`config.mk`:
```
export PLATFORM = sky130hd
export DESIGN_NAME = ex_muldiv_unit
export DESIGN_NICKNAME = d
export VERILOG_FILES = /design/src/rtl/ex_muldiv_unit.sv
export SDC_FILE = /design/constraint.sdc
export NUM_CORES = 1
export LEC_CHECK = 0
export ABC_AREA = 0
export CAP_MARGIN = 30
export CORE_AREA = 2 2 191 193
export CTS_CLUSTER_DIAMETER = 100
export DETAILED_ROUTE_END_ITERATION = 8
export DIE_AREA = 0 0 193 195
export GPL_TIMING_DRIVEN = 0
export HOLD_SLACK_MARGIN = 0.15
export PLACE_DENSITY = 0.66
export SYNTH_ARGS = -nofsm -noshare
export SYNTH_HDL_FRONTEND = slang
export SYNTH_SLANG_ARGS = --single-unit
```
`constraint.sdc`:
```
create_clock -name clk -period 8.1 [get_ports clk]
set_input_delay 2.43 -clock clk [delete_from_list [all_inputs] [get_ports clk]]
set_output_delay 2.43 -clock clk [all_outputs]
set_load 0.02 [all_outputs]
```
`src/rtl/ex_muldiv_unit.sv`:
```
// rtl/ex_muldiv_unit.sv - EX-stage iterative multiply/divide unit owning HI/LO
// Radix-2 shift-add multiply and restoring divide; one step per cycle.
module ex_muldiv_unit #(
  parameter int WIDTH = 32
) (
  input  logic             clk,
  input  logic             rst,
  input  logic             flush,
  input  logic             start,
  input  logic [2:0]       op,
  input  logic [WIDTH-1:0] a,
  input  logic [WIDTH-1:0] b,
  output logic             stall_req,
  output logic             busy,
  output logic             done,
  output logic [WIDTH-1:0] hi,
  output logic [WIDTH-1:0] lo
);

  typedef enum logic [1:0] {S_IDLE, S_CALC, S_DONE} state_t;

  localparam int CW = $clog2(WIDTH);
  localparam logic [CW-1:0] LAST = CW'(WIDTH - 1);

  localparam logic [2:0] OP_MULT  = 3'd1;
  localparam logic [2:0] OP_MULTU = 3'd2;
  localparam logic [2:0] OP_DIV   = 3'd3;
  localparam logic [2:0] OP_DIVU  = 3'd4;
  localparam logic [2:0] OP_MTHI  = 3'd5;
  localparam logic [2:0] OP_MTLO  = 3'd6;

  state_t               state_q, state_d;
  logic [CW-1:0]        count_q, count_d;
  logic [2*WIDTH-1:0]   acc_q, acc_d;
  logic [WIDTH-1:0]     opnd_q, opnd_d;
  logic                 div_q, div_d;
  logic                 sa_q, sa_d;
  logic                 sb_q, sb_d;
  logic [WIDTH-1:0]     hi_q, hi_d;
  logic [WIDTH-1:0]     lo_q, lo_d;
  logic                 done_q, done_d;

  logic                 is_md, issue, op_signed, op_div;
  logic [WIDTH-1:0]     mag_a, mag_b;
  logic [WIDTH:0]       mul_sum, div_trial;
  logic [2*WIDTH-1:0]   mul_next, div_next, step, prod;
  logic [WIDTH-1:0]     quot, rem;

  always_comb begin
    is_md     = start && (op >= OP_MULT) && (op <= OP_DIVU);
    issue     = (state_q == S_IDLE) && is_md && !flush;
    op_signed = (op == OP_MULT) || (op == OP_DIV);
    op_div    = (op == OP_DIV) || (op == OP_DIVU);
    // Most-negative input maps to itself, which is the correct unsigned magnitude.
    mag_a     = (op_signed && a[WIDTH-1]) ? -a : a;
    mag_b     = (op_signed && b[WIDTH-1]) ? -b : b;

    // Multiply: acc = {partial product, remaining multiplier bits}.
    mul_sum   = {1'b0, acc_q[2*WIDTH-1:WIDTH]} + (acc_q[0] ? {1'b0, opnd_q} : '0);
    mul_next  = {mul_sum, acc_q[WIDTH-1:1]};
    // Divide: acc = {partial remainder, dividend/quotient bits}.
    div_trial = acc_q[2*WIDTH-1:WIDTH-1] - {1'b0, opnd_q};
    div_next  = div_trial[WIDTH] ? {acc_q[2*WIDTH-2:0], 1'b0}
                                 : {div_trial[WIDTH-1:0], acc_q[WIDTH-2:0], 1'b1};
    step      = div_q ? div_next : mul_next;

    prod      = (sa_q ^ sb_q) ? -step : step;
    quot      = (sa_q ^ sb_q) ? -step[WIDTH-1:0] : step[WIDTH-1:0];
    rem       = sa_q ? -step[2*WIDTH-1:WIDTH] : step[2*WIDTH-1:WIDTH];

    state_d = state_q;
    count_d = count_q;
    acc_d   = acc_q;
    opnd_d  = opnd_q;
    div_d   = div_q;
    sa_d    = sa_q;
    sb_d    = sb_q;
    hi_d    = hi_q;
    lo_d    = lo_q;
    done_d  = 1'b0;

    case (state_q)
      S_IDLE: begin
        if (start && !flush) begin
          if (is_md) begin
            if (op_div && (b == '0)) begin
              hi_d    = a;
              lo_d    = '1;
              done_d  = 1'b1;
              state_d = S_DONE;
            end else begin
              acc_d   = {{WIDTH{1'b0}}, op_div ? mag_a : mag_b};
              opnd_d  = op_div ? mag_b : mag_a;
              div_d   = op_div;
              sa_d    = op_signed && a[WIDTH-1];
              sb_d    = op_signed && b[WIDTH-1];
              count_d = '0;
              state_d = S_CALC;
            end
          end else if (op == OP_MTHI) begin
            hi_d = a;
          end else if (op == OP_MTLO) begin
            lo_d = a;
          end
        end
      end
      S_CALC: begin
        if (flush) begin
          state_d = S_IDLE;
        end else begin
          acc_d   = step;
          count_d = count_q + CW'(1);
          if (count_q == LAST) begin
            hi_d    = div_q ? rem : prod[2*WIDTH-1:WIDTH];
            lo_d    = div_q ? quot : prod[WIDTH-1:0];
            done_d  = 1'b1;
            state_d = S_DONE;
          end
        end
      end
      S_DONE:  state_d = S_IDLE;
      default: state_d = S_IDLE;
    endcase
  end

  always_ff @(posedge clk or posedge rst) begin
    if (rst) begin
      state_q <= S_IDLE;
      count_q <= '0;
      acc_q   <= '0;
      opnd_q  <= '0;
      div_q   <= 1'b0;
      sa_q    <= 1'b0;
      sb_q    <= 1'b0;
      hi_q    <= '0;
      lo_q    <= '0;
      done_q  <= 1'b0;
    end else begin
      state_q <= state_d;
      count_q <= count_d;
      acc_q   <= acc_d;
      opnd_q  <= opnd_d;
      div_q   <= div_d;
      sa_q    <= sa_d;
      sb_q    <= sb_d;
      hi_q    <= hi_d;
      lo_q    <= lo_d;
      done_q  <= done_d;
    end
  end

  assign stall_req = issue || (state_q == S_CALC);
  assign busy      = (state_q != S_IDLE);
  assign done      = done_q;
  assign hi        = hi_q;
  assign lo        = lo_q;

endmodule

```
# Word level (Yosys, flattened, before mapping)
# Cells that the tools add are included.
dict set report op_classes {
  addsub 8
  order_cmp 2
  n_eq_ne 17
  n_mux 49
  n_bitwise 2
  reduce_logical 21
}
# operator count
set op_table {}
lappend op_table {{32-bit two-way mux} 22}
lappend op_table {{64-bit two-way mux} 7}
lappend op_table {{32-bit negator} 4}
lappend op_table {{32-bit one-hot mux with 2 select lines} 2}
lappend op_table {{64-bit one-hot mux with 2 select lines} 1}
lappend op_table {{64-bit negator} 1}
lappend op_table {{32-bit by 32-bit adder with 33-bit output} 1}
lappend op_table {{33-bit by 32-bit subtractor with 33-bit output} 1}
lappend op_table {{32-bit logical NOT} 1}
lappend op_table {{5-bit two-way mux} 4}
lappend op_table {{2-bit two-way mux} 5}
lappend op_table {{5-bit one-hot mux with 2 select lines} 1}
lappend op_table {{3-bit == test (second input constant)} 3}
lappend op_table {{3-bit by 2-bit != test with 1-bit output (second input constant)} 3}
lappend op_table {{1-bit logical AND} 8}
lappend op_table {{2-bit != test (second input constant)} 4}
lappend op_table {{7-bit AND reduction} 1}
lappend op_table {{3-bit != test (second input constant)} 2}
lappend op_table {{6-bit AND reduction} 1}
lappend op_table {{5-bit by 1-bit adder with 5-bit output (second input constant)} 1}
lappend op_table {{5-bit == test (second input constant)} 1}
lappend op_table {{1-bit two-way mux} 5}
lappend op_table {{5-bit AND reduction} 1}
lappend op_table {{2-bit one-hot mux with 2 select lines} 1}
lappend op_table {{other kinds (15)} 18}
dict set report totals {
  reg_bits 171
  in_bits 71
  out_inout_bits 67
  wordCells 109
}

# Depth between registers and ports, before layout
# Gate-level depths: netlist (run 1).
dict set report depth {
  depth_word 9
  mapped_depth 28
  mapped_depth_nobuf 24
}

# Worst setup path after synthesis (run 1)
# No wires, ideal clock.
dict set report synth_path {
  path_type {register to register}
  startpoint {register acc_q[31]}
  endpoint {register hi_q[16] (netlist: hi[16])}
  setup_time_ns 0.095
  arrival_time_ns 5.731
  required_time_ns 8.005
  slack_ns 2.274
  path_stages_with_launch 27
  n_path_buf 3
  synth_period_minus_slack_ns 5.826
  cell_sequence {dfrtp_1 > inv_1 > ha_1 > inv_1 > fa_1 > a211oi_1 > o211ai_1 > a211oi_2 > nor4b_2 > nor3_1 > nor2_1 > buf_2 > clkbuf_1 > nand2_1 > a21boi_0 > ha_1 > o211ai_1 > or4_1 > nor4_1 > and2_1 > clkbuf_1 > and3_1 > nor3_1 > o41ai_1 > xnor2_1 > nor2_1 > o31ai_1}
}
dict set report synth_between {
  elab_chain_len 9
  word_cells_on_any_way 11
  classes_between {add/sub: 3; mux: 8}
}
# element line
set synth_rtl {}
lappend synth_rtl {{start, declared} 34} ;# logic [2*WIDTH-1:0] acc_q, acc_d;
lappend synth_rtl {{start signal, assigned} 130} ;# acc_q <= '0;
lappend synth_rtl {{start signal, assigned} 141} ;# acc_q <= acc_d;
lappend synth_rtl {{33-bit by 32-bit subtractor with 33-bit output} 62} ;# div_trial = acc_q[2*WIDTH-1:WIDTH-1] - {1'b0, opnd_q};
lappend synth_rtl {{64-bit two-way mux} 63} ;# div_next = div_trial[WIDTH] ? {acc_q[2*WIDTH-2:0], 1'b0}
lappend synth_rtl {{64-bit two-way mux (*)} 65} ;# step = div_q ? div_next : mul_next;
lappend synth_rtl {{64-bit negator / 32-bit negator (equally long branches)} {67, 69}}
lappend synth_rtl {{64-bit two-way mux / 32-bit two-way mux (equally long branches)} {67, 69}}
lappend synth_rtl {{32-bit two-way mux (*)} 114} ;# hi_d = div_q ? rem : prod[2*WIDTH-1:WIDTH];
lappend synth_rtl {{32-bit two-way mux (*)} 113} ;# if (count_q == LAST) begin
lappend synth_rtl {{32-bit two-way mux (*)} 108} ;# if (flush) begin
lappend synth_rtl {{32-bit one-hot mux with 2 select lines (*)} 82} ;# case (state_q)
lappend synth_rtl {{end signal, assigned} 146} ;# hi_q <= hi_d;
lappend synth_rtl {{end, declared} 39} ;# logic [WIDTH-1:0] hi_q, hi_d;
# Every way passes the cells marked *; elsewhere a longest branch is shown, timed or not. The select of a mux whose other input is x is not followed.
# A chain may end at the register's enable or synchronous reset.

# Final worst setup path (run 1)
# Same ends and word-level chain as after synthesis.

==> key figures, run 1 <==
Die
  – Chip Width: 193 µm
  – Die ar.: 37600 µm²
  – Core area: 35400 µm²
  – Row cnt: 69
  – IO Pins: 138
  – Chip height: 195 µm
  – Initial Utilization: 0.448

Pwr
  – Tot Pwr: 0.00838 W
  – Clock power share: 0.108
  – Combinational cell fraction of total power: 0.690
  – Cell Pwr Density: 452 nW/µm²
  – Sw Ratio: 0.545
  – Sequential Power Share: 0.202
  – VDD IR max: 0.163 mV
  – Net switching power: 0.00457 W
  – Static Leak: 7.84 nW
  – Internal cell power: 0.00381 W

Global route
  – Total gr overflow: 0
  – First-pass GRT wire length: 102 mm
  – Largest net degree at the start of global routing: 119
  – GR Util All Layers: 0.361
  – Vias in the first global route: 16700
  – Initial antenna violation count: 1

Cells and area
  – Diode count: 0
  – Layout cells sized above 1: 0.0462
  – Final nets: 2423
  – Cell area after layout: 18500 µm²
  – Area Growth Syn to Fin: 16.8%

Yosys
  – Area leader, netlist: dfrtp_1
  – Mux contribution to synthesized area: 0.0473
  – Synthesized flop and latch total: 171
  – Synthesized net count: 2261
  – Synth Warn #: 0
  – Post-synth EDFFs: 0
  – Library cells used by synthesis: 85
  – Average size of a mapped cell: 7.49 µm²
  – Mapped cell area: 15900 µm²
  – Synth Area in Compound Gates: 0.273
  – Synth top area cells: dfrtp_1 (27%), o21ai_0 (7.4%), nand2_1 (6.7%), a21oi_1 (6.3%), ha_1 (5.5%)
  – Top-area cell type share of the netlist area: 0.270
  – Post-Synth Adder-Cell Area: 0.0577
  – Simple-Gate Fraction of Synth Area: 0.219
  – Sequential area share after synthesis: 0.270
  – Top FF cell, synth: dfrtp_1
  – Xor and xnor fraction of the mapped netlist area: 0.0867
  – Ys async rst share: 1.00
  – Largest family of logic cells by synthesized area: compound AO/OA/AOI/OAI gates
  – Syn Inst Count: 2118

Clock network
  – Clk sinks: 171
  – CTS tree: yes
  – CTS Buf Count: 17
  – CTS Buffer Depth: 2
  – H-Tree Depth: 4
  – CTS Root Cell: clkbuf_16
  – Clock transition at the registers of the reported paths: 0.08 ns
  – Clock latency on the worst-skew pair: 0.46 ns

Hold path
  – WHS Endpoint: lo[28]
  – Hold_sp: lo[28]
  – Worst hold path depth: 1
  – Worst min-delay path class: reg -> reg

Timing
  – Final min period: 7.75 ns
  – Peak Freq: 129 MHz
  – Period utilisation layout: 0.957
  – Final Max Slew Viols: 0
  – Final hold vios: 0
  – TNS Setup: 0 ns
  – Slew @ Worst Pin: 1.06 ns
  – Setup violators final: 0
  – Slew headroom: 0.273
  – Clock skew: 0.0174 ns
  – RSZ-0062 raised after global routing: false
  – Hold_ws: 0.479 ns
  – PnR worst setup slack: 0.350 ns

Placement
  – Routability cong.: 1.00
  – Dpl cell area: 17900 µm²
  – Worst slack at placement: -0.322 ns
  – Hpwl dp: 55.0 mm
  – IO Port Bufs: 136

Setup path
  – Worst EP required: 8.46 ns
  – R2r startpoint: acc_q[31]
  – WP data arrival: 8.11 ns
  – Crit Path Category: reg -> reg
  – CP max stage delay: 0.59 ns
  – Delay-heaviest family, CP: simple AND/OR/NAND/NOR gates
  – RR Endpoint: hi[16]
  – Critical path's slowest cell: or4_1
  – CP bufs+invs: 6
  – Crit path max fanout: 10
  – Crit. End Element: register
  – R2r setup slk: 0.35 ns
  – Worst Reg-to-Reg Cells: 27
  – Critical path startpoint category: register

Drt
  – First DRT Iteration DRCs: 1740
  – Routed len/inst: 24.8 µm
  – Vias: 17200
  – Remaining routing DRC violations: 0
  – Post-route ant nets: 0
  – Total Wirelength: 68.3 mm
  – Pre-antenna DRT Iters: 6
  – Via density: 6.24

Status
  – Outcome: complete, no violations

Job
  – Max-cap violations: 0
-- Yosys cell counts, types with 30 or more instances --
cell type	number
a21o_1	33
a21oi_1	201
and2_1	49
clkbuf_1	89
dfrtp_1	171
ha_1	70
inv_1	64
mux2i_1	57
nand2_1	283
nor2_1	187
nor3_1	50
o21ai_0	236
o22ai_1	30
xnor2_1	77
xor2_1	80
-- worst max-delay path by stage --
| stage | end | startpoint | slack [ns] | cells past startpoint |
|---|---|---|---|---|
| 2_1_floorplan | acc_q[0] | rst | 1.04 | 1 |
| 3_3_place_gp | acc_q[60] | rst | -1.56 | 2 |
| 3_5_place_dp | hi[2] | acc_q[31] | -0.32 | 29 |
| 4_1_cts | hi[16] | acc_q[31] | 0.07 | 27 |
| 5_1_grt | hi[16] | acc_q[31] | 0.12 | 27 |
| 6_report | hi[16] | acc_q[31] | 0.35 | 27 |
-- metrics by stage --
stage	cells	utilization
2_1_floorplan	2118	-
3_3_place_gp	2715	0.503
3_5_place_dp	2722	0.506
4_1_cts	2753	0.523
5_1_grt	2754	0.524
6_report	2754	0.524
-- power by group through the flow --
stage	Combinational (W)	Sequential (W)	Clock (W)
after floorplan	0.00364	0.00168	0
after global placement	0.00556	0.00167	0
after detailed placement	0.00559	0.00167	0
after CTS	0.00564	0.00166	0.000900
after global routing	0.00626	0.00172	0.000933
final	0.00578	0.00169	0.000905
-- metal layers --
layer	track usage	wire length, µm	up-vias
met5	0	0	-
met3	0.0485	5340	192
met4	0.172	3450	0
li1	-	-	7944
met2	0.585	31400	894
met1	0.474	28100	8146
-- layout make-up --
type / count / area, µm²
clock inverter: 12 / 153
clock buffer: 20 / 467
inverter: 64 / 248
multi-input combinational: 1757 / 10900
buffer: 124 / 497
timing repair buffer: 145 / 1450
sequential: 171 / 4280
fill: 3509 / 16900
tap: 461 / 577
-- layout by cell type (no fill, tap or decap), drive strengths merged, types with 8 or more instances in the layout --
cell type,netlist,final
clkdlybuf4s50,0,136
or3,16,16
inv,64,70
a221oi,13,13
nand3,28,28
nor3,50,50
o22ai,30,30
nor4,15,15
o21bai,8,8
a21oi,201,201
nand2b,18,18
ha,70,70
nor2,188,188
a21o,33,33
nand4,18,18
a31oi,27,27
o21ai,244,244
buf,37,45
nor2b,11,11
mux2i,57,57
a22o,20,20
a211oi,15,15
xor2,80,80
dfrtp,171,171
o211ai,15,15
o31ai,22,22
o21a,11,11
nand2,284,284
xnor2,77,77
nor3b,8,8
mux2,16,16
and3,26,26
clkbuf,89,108
and2,50,50
-- sequential cells by signal (all words and copies together) (netlist names), 2 cells and up --
register,cells
opnd_q,32
state_q,2
acc_q,64
hi,32
count_q,5
lo,32
-- cells by family after synthesis --
logic type | after synthesis
fa+ha+maj | 72
compound gates | 712
xor+xnor | 157
mux | 73
buf+inv | 190
flops | 171
simple gates | 743
-- timing repair --
item	CTS	global route
buffers inserted	0	1
pin swaps	0	1
setup endpoints to repair	9	14
resized for setup	2	4
hold buffers	0	0
(Power assumes the default switching activity.)
==> run 2: changes to the inputs <==
Settings changed: SKIP_CTS_REPAIR_TIMING set to 1.
==> run 2 against run 1 <==
Final area is essentially flat. Clock skew fell by 0.00076 ns. Routed wire length about the same. Flip-flop and latch count is the same. Sequential power hardly changed. Critical path type unchanged. Core utilization about the same.
==> key figures, run 2 (synthesis gave the netlist of run 1 again) <==
Setup path
  – Crit path max fanout: 10 (unchanged)
  – Crit Path Category: reg -> reg
  – Crit. End Element: register
  – Worst EP required: 8.47 ns (about the same)
  – WP data arrival: 8.02 ns (-0.09 ns)
  – R2r setup slk: 0.45 ns (+0.10 ns)
  – Critical path startpoint category: register

Global route
  – Total gr overflow: 0 (unchanged)
  – GR Util All Layers: 0.361 (unchanged)
  – Largest net degree at the start of global routing: 119 (unchanged)
  – Initial antenna violation count: 1 (unchanged)
  – First-pass GRT wire length: 102 mm (about the same)
  – Vias in the first global route: 16700 (-0.018%)

Cells and area
  – Cell area after layout: 18500 µm² (about the same)
  – Max reg flops: 64 (unchanged)
  – Top reg by flops: acc_q
  – Final Non-Filler Cells: 2755 (+0.036%)
  – Most frequent cells in the layout: nand2_1 (282), o21ai_0 (236), a21oi_1 (201), nor2_1 (187), dfrtp_1 (171)
  – Commonest non-fill, non-tap cell in the layout: nand2_1
  – Final nets: 2423 (unchanged)
  – Area Growth Syn to Fin: 16.8% (about the same)
  – Layout cells sized above 1: 0.0462 (unchanged)

Status
  – Outcome: complete, no violations

Clock network
  – CTS tree: yes
  – H-Tree Depth: 4 (unchanged)
  – CTS Buffer Depth: 2 (unchanged)
  – Clk sinks: 171 (unchanged)
  – CTS Buf Count: 17 (unchanged)
  – CTS Root Cell: clkbuf_16
  – Clock transition at the registers of the reported paths: 0.08 ns (about the same)
  – Clock latency on the worst-skew pair: 0.46 ns (about the same)

Timing
  – Final min period: 7.65 ns (-0.0973 ns)
  – Clock skew: 0.0166 ns (-0.000763 ns)
  – Setup violators final: 0 (unchanged)
  – Final Max Slew Viols: 0 (unchanged)
  – Slew headroom: 0.341 (+0.0688)
  – Peak Freq: 131 MHz (+1.3%)
  – Period utilisation layout: 0.945 (-0.0120)
  – RSZ-0062 raised after global routing: false
  – Slew @ Worst Pin: 0.963 ns (-0.101 ns)
  – Final hold vios: 0 (unchanged)
  – PnR worst setup slack: 0.447 ns (+0.0973 ns)
  – Hold_ws: 0.480 ns (+0.000382 ns)

Drt
  – Vias: 17300 (+0.44%)
  – Total Wirelength: 68.2 mm (about the same)
  – Remaining routing DRC violations: 0 (unchanged)
  – Via density: 6.26 (+0.40%)
  – Routed len/inst: 24.8 µm (about the same)
  – Post-route ant nets: 0 (unchanged)
  – Pre-antenna DRT Iters: 6 (unchanged)
  – First DRT Iteration DRCs: 1718 (-1.3%)

Pwr
  – Tot Pwr: 0.00838 W (about the same)
  – Cell Pwr Density: 452 nW/µm² (about the same)
  – Static Leak: 7.84 nW (about the same)
  – VDD IR max: 0.163 mV (about the same)

Die
  – Die ar.: 37600 µm² (unchanged)
  – Chip Width: 193 µm (unchanged)
  – IO Pins: 138 (unchanged)
  – Row cnt: 69 (unchanged)
  – Core area: 35400 µm² (unchanged)
  – Chip height: 195 µm (unchanged)
  – Initial Utilization: 0.448 (unchanged)

Placement
  – Routability cong.: 1.00 (unchanged)
  – Dpl cell area: 17900 µm² (unchanged)
  – IO Port Bufs: 136 (unchanged)
  – Cells after DPL: 2722 (unchanged)
  – Worst slack at placement: -0.322 ns (unchanged)
  – Hpwl dp: 55.0 mm (unchanged)

Hold path
  – Worst min-delay path class: reg -> reg

Job
  – Max-cap violations: 0 (unchanged)
==> run 2: changes by cell type in the layout (fill, tap and decap cells not counted) <==
cell	previous run	this run
diode_2	0	1
==> run 2: final timing paths <==
check	from	endpoint	cells past startpoint
worst min register to register	lo[28]	lo[28]	1
worst max register to register	acc_q[31]	hi[16]	27
max in group asynchronous	rst	hi[22]	3
worst min-delay path	lo[28]	lo[28]	1
min in group asynchronous	rst	lo[4]	2
worst max-delay path	acc_q[31]	hi[16]	27
==> run 2: layout make-up <==
type	count	area (µm²)
well taps	461	577
diodes	1	2.50
repair buffers	145	1450
clock buffers	20	467
fillers	3509	16900
inverters	64	248
plain buffers	124	497
flip-flops and latches	171	4280
multi-input cells	1757	10900
clock inverters	12	153
==> run 2: layer usage <==
metal,vias to the layer above,track usage,wire length (µm)
met4,0,0.172,3440
met2,901,0.585,31400
met5,-,0,0
li1,7958,-,-
met3,199,0.0485,5120
met1,8193,0.474,28300
==> run 2: worst max-delay path: stages (launching register included) <==
cell and delay, ns:
dfrtp_1 0.47, inv_1 0.18, ha_1 0.21, inv_1 0.06, fa_1 0.45, a211oi_1 0.30, o211ai_1 0.21, a211oi_2 0.25
buf_4 0.17, nor4b_2 0.08, nor3_2 0.26, buf_2 0.28, nor2_1 0.16, buf_2 0.27, clkbuf_1 0.33, nand2_2 0.29
a21boi_0 0.36, ha_1 0.28, o211ai_1 0.16, or4_1 0.58, nor4_2 0.35, and2_1 0.40, and3_2 0.36, nor3_1 0.08
o41ai_1 0.44, xnor2_1 0.26, nor2_1 0.07, o31ai_1 0.21
==> run 2: metrics by stage <==
step	TNS [ns]	util
after floorplan	0	-
after global placement	-268.53	0.503
after detailed placement	-1.17	0.506
after CTS	-1.65	0.523
after global routing	0	0.524
final	0	0.524
==> run 2: where the power goes <==
group          internal, W  switching (W)  leakage (nW)
logic              0.00209        0.00369          5.38
clock network     0.000490       0.000416         0.303
registers          0.00123       0.000464          2.15
==> run 3: changes to the inputs <==
Settings changed: CORE_AREA 2 2 191 193 to 2 2 246 151, DIE_AREA 0 0 193 195 to 0 0 248 153, GPL_ROUTABILITY_DRIVEN set to 0.
==> run 3 against run 2 <==
Hold slack improved by 0.0031 ns. Final cell count is 0.58% higher. Routed wire length grew 2.0%. Sequential power hardly changed. Clock skew down 0.0039 ns. Final area grew 0.52%. Fmax down 1.9%. Via count up 6.6%. Combinational power up 3%. First-iteration DRC count is 87% higher.
==> key figures, run 3 (synthesis gave the netlist of run 1 again) <==
Status
  – Outcome: complete, no violations

Cells and area
  – Area Growth Syn to Fin: 17.4%
  – Top reg by flops: acc_q
  – Final Non-Filler Cells: 2771 (+0.58%)
  – Commonest non-fill, non-tap cell in the layout: nand2_1
  – Most frequent cells in the layout: nand2_1 (283), o21ai_0 (236), a21oi_1 (201), nor2_1 (187), dfrtp_1 (171)
  – Final nets: 2425 (+0.083%)
  – Max reg flops: 64 (unchanged)
  – Diode count: 0 (-1)
  – Layout cells sized above 1: 0.0484 (+0.00214)
  – Fill cells: 3465 (-1.3%)

Placement
  – Hpwl dp: 55.3 mm (+0.44%)
  – Worst slack at placement: -0.763 ns (-0.442 ns)
  – IO Port Bufs: 136 (unchanged)
  – Cells after DPL: 2735 (+0.48%)

Timing
  – Final hold vios: 0 (unchanged)
  – Clock skew: 0.0127 ns (-0.00392 ns)
  – Peak Freq: 128 MHz (-1.9%)
  – Setup violators final: 0 (unchanged)
  – PnR worst setup slack: 0.298 ns (-0.149 ns)
  – Slew headroom: 0.294 (-0.0480)
  – RSZ-0062 raised after global routing: false
  – Final Max Slew Viols: 0 (unchanged)
  – Period utilisation layout: 0.963 (+0.0184)
  – Slew @ Worst Pin: 1.06 ns (+0.0968 ns)
  – TNS Setup: 0 ns (unchanged)
  – Hold_ws: 0.483 ns (+0.00311 ns)
  – Final min period: 7.80 ns (+0.149 ns)

Job
  – Max-cap violations: 0 (unchanged)

Setup path
  – Crit. End Element: register
  – Critical path's slowest cell: clkbuf_1
  – Worst EP required: 8.47 ns (about the same)
  – Crit-path most repeated cell: buf_2
  – Cells along the critical path: buf_1 > clkbuf_1 > buf_2 > buf_2 > buf_2 > buf_2 > buf_2 > buf_1 > nand2_1 > a21boi_1 > ha_1 > o211ai_1 > or4_1 > nor4_2 > and2_2 > and3_2 > or3_1 > a311oi_1 > a21oi_1 > o21ai_0
  – CP max stage delay: 0.73 ns (+0.15 ns)
  – Crit path max fanout: 10 (unchanged)
  – Crit Path Category: reg -> reg
  – Critical path startpoint category: register
  – WP data arrival: 8.17 ns (+0.15 ns)

Clock network
  – CTS Buf Count: 17 (unchanged)
  – CTS Buffer Depth: 2 (unchanged)
  – Clock latency on the worst-skew pair: 0.46 ns (about the same)
  – Clock transition at the registers of the reported paths: 0.07 ns (about the same)
  – Clk sinks: 171 (unchanged)
  – CTS tree: yes
  – CTS Root Cell: clkbuf_16
  – H-Tree Depth: 4 (unchanged)

Die
  – Chip Width: 248 µm (+28%)
  – Row cnt: 54 (-22%)
  – Initial Utilization: 0.444 (-0.00433)
  – Chip height: 153 µm (-22%)
  – Core area: 35700 µm² (+0.98%)
  – Die ar.: 37900 µm² (+0.82%)
  – IO Pins: 138 (unchanged)

Global route
  – First-pass GRT wire length: 103 mm (+1.2%)
  – Vias in the first global route: 16400 (-1.7%)
  – GR Util All Layers: 0.361 (+0.000437)
  – Total gr overflow: 0 (unchanged)
  – Initial antenna violation count: 1 (unchanged)
  – Largest net degree at the start of global routing: 107 (-10%)

Pwr
  – Static Leak: 7.88 nW (+0.48%)
  – Clock power share: 0.108 (about the same)
  – Internal cell power: 0.00386 W (+1.3%)
  – Net switching power: 0.00471 W (+2.9%)
  – Combinational cell fraction of total power: 0.694 (+0.004)
  – Sequential Power Share: 0.198 (-0.004)
  – Cell Pwr Density: 460 nW/µm² (+1.7%)
  – VDD IR max: 0.223 mV (+37%)
  – Sw Ratio: 0.549 (+0.00394)

Drt
  – Total Wirelength: 69.6 mm (+2.0%)
  – Post-route ant nets: 0 (unchanged)
  – Pre-antenna DRT Iters: 6 (unchanged)
  – Routed len/inst: 25.1 µm (+1.4%)
  – Via density: 6.64 (+6.0%)
  – First DRT Iteration DRCs: 3210 (+87%)
  – Remaining routing DRC violations: 0 (unchanged)
  – Vias: 18400 (+6.6%)

Hold path
  – Worst min-delay path class: reg -> reg
[run 3: final cells by class]
| class | count | area, µm² | area share |
|---|---|---|---|
| buffer | 123 | 493 | 0.0265 |
| clock buffer | 19 | 453 | 0.0243 |
| clock inverter | 13 | 180 | 0.00967 |
| inverter | 64 | 248 | 0.0133 |
| multi-input combinational | 1757 | 10900 | 0.585 |
| sequential | 171 | 4280 | 0.230 |
| tap | 476 | 596 | 0.0320 |
| timing repair buffer | 148 | 1490 | 0.0798 |
[run 3: worst paths after layout]
| path | startpoint | end | slack [ns] | depth (start not counted) |
|---|---|---|---|---|
| max | div_q | hi[0] | 0.30 | 20 |
| min | lo[14] | lo[14] | 0.48 | 1 |
| max reg2reg | div_q | hi[0] | 0.30 | 20 |
| min reg2reg | lo[14] | lo[14] | 0.48 | 1 |
| max in group asynchronous | rst | acc_q[2] | 4.72 | 3 |
| min in group asynchronous | rst | lo[28] | 2.41 | 2 |
[run 3: per-stage QoR]
step | instance area (µm²) | utilization | power (W)
after detailed placement | 17900 | 0.501 | 0.00725
final | 18600 | 0.521 | 0.00857
after global routing | 18600 | 0.521 | 0.00902
after floorplan | 15900 | - | 0.00532
after CTS | 18500 | 0.519 | 0.00819
after global placement | 17800 | 0.499 | 0.00713
[run 3: layer usage]
metal	global-route usage	vias to the layer above	part of all wire
li1	-	7955	-
met1	0.546	8715	0.43
met2	0.452	1535	0.36
met3	0.158	178	0.17
met4	0.0992	4	0.030
met5	0.00895	-	0.00079
[run 3: power by group through the flow]
stage	sequential, W	clock [W]	combinational (W)
global placement	0.00167	0	0.00546
floorplan	0.00168	0	0.00364
finish	0.00170	0.000927	0.00594
detailed placement	0.00168	0	0.00557
global route	0.00173	0.000953	0.00634
CTS	0.00167	0.000918	0.00560
[run 3: worst max-delay path, delay by kind of cell, from the launching register on]
| kind | cells | cell delay [ns] |
|---|---|---|
| AND/OR/NAND/NOR | 6 | 1.57 |
| buffers and inverters | 8 | 4.11 |
| flip-flops | 1 | 0.48 |
| adder cells (fa/ha/maj) | 1 | 0.28 |
| AO/OA/AOI/OAI | 5 | 1.24 |
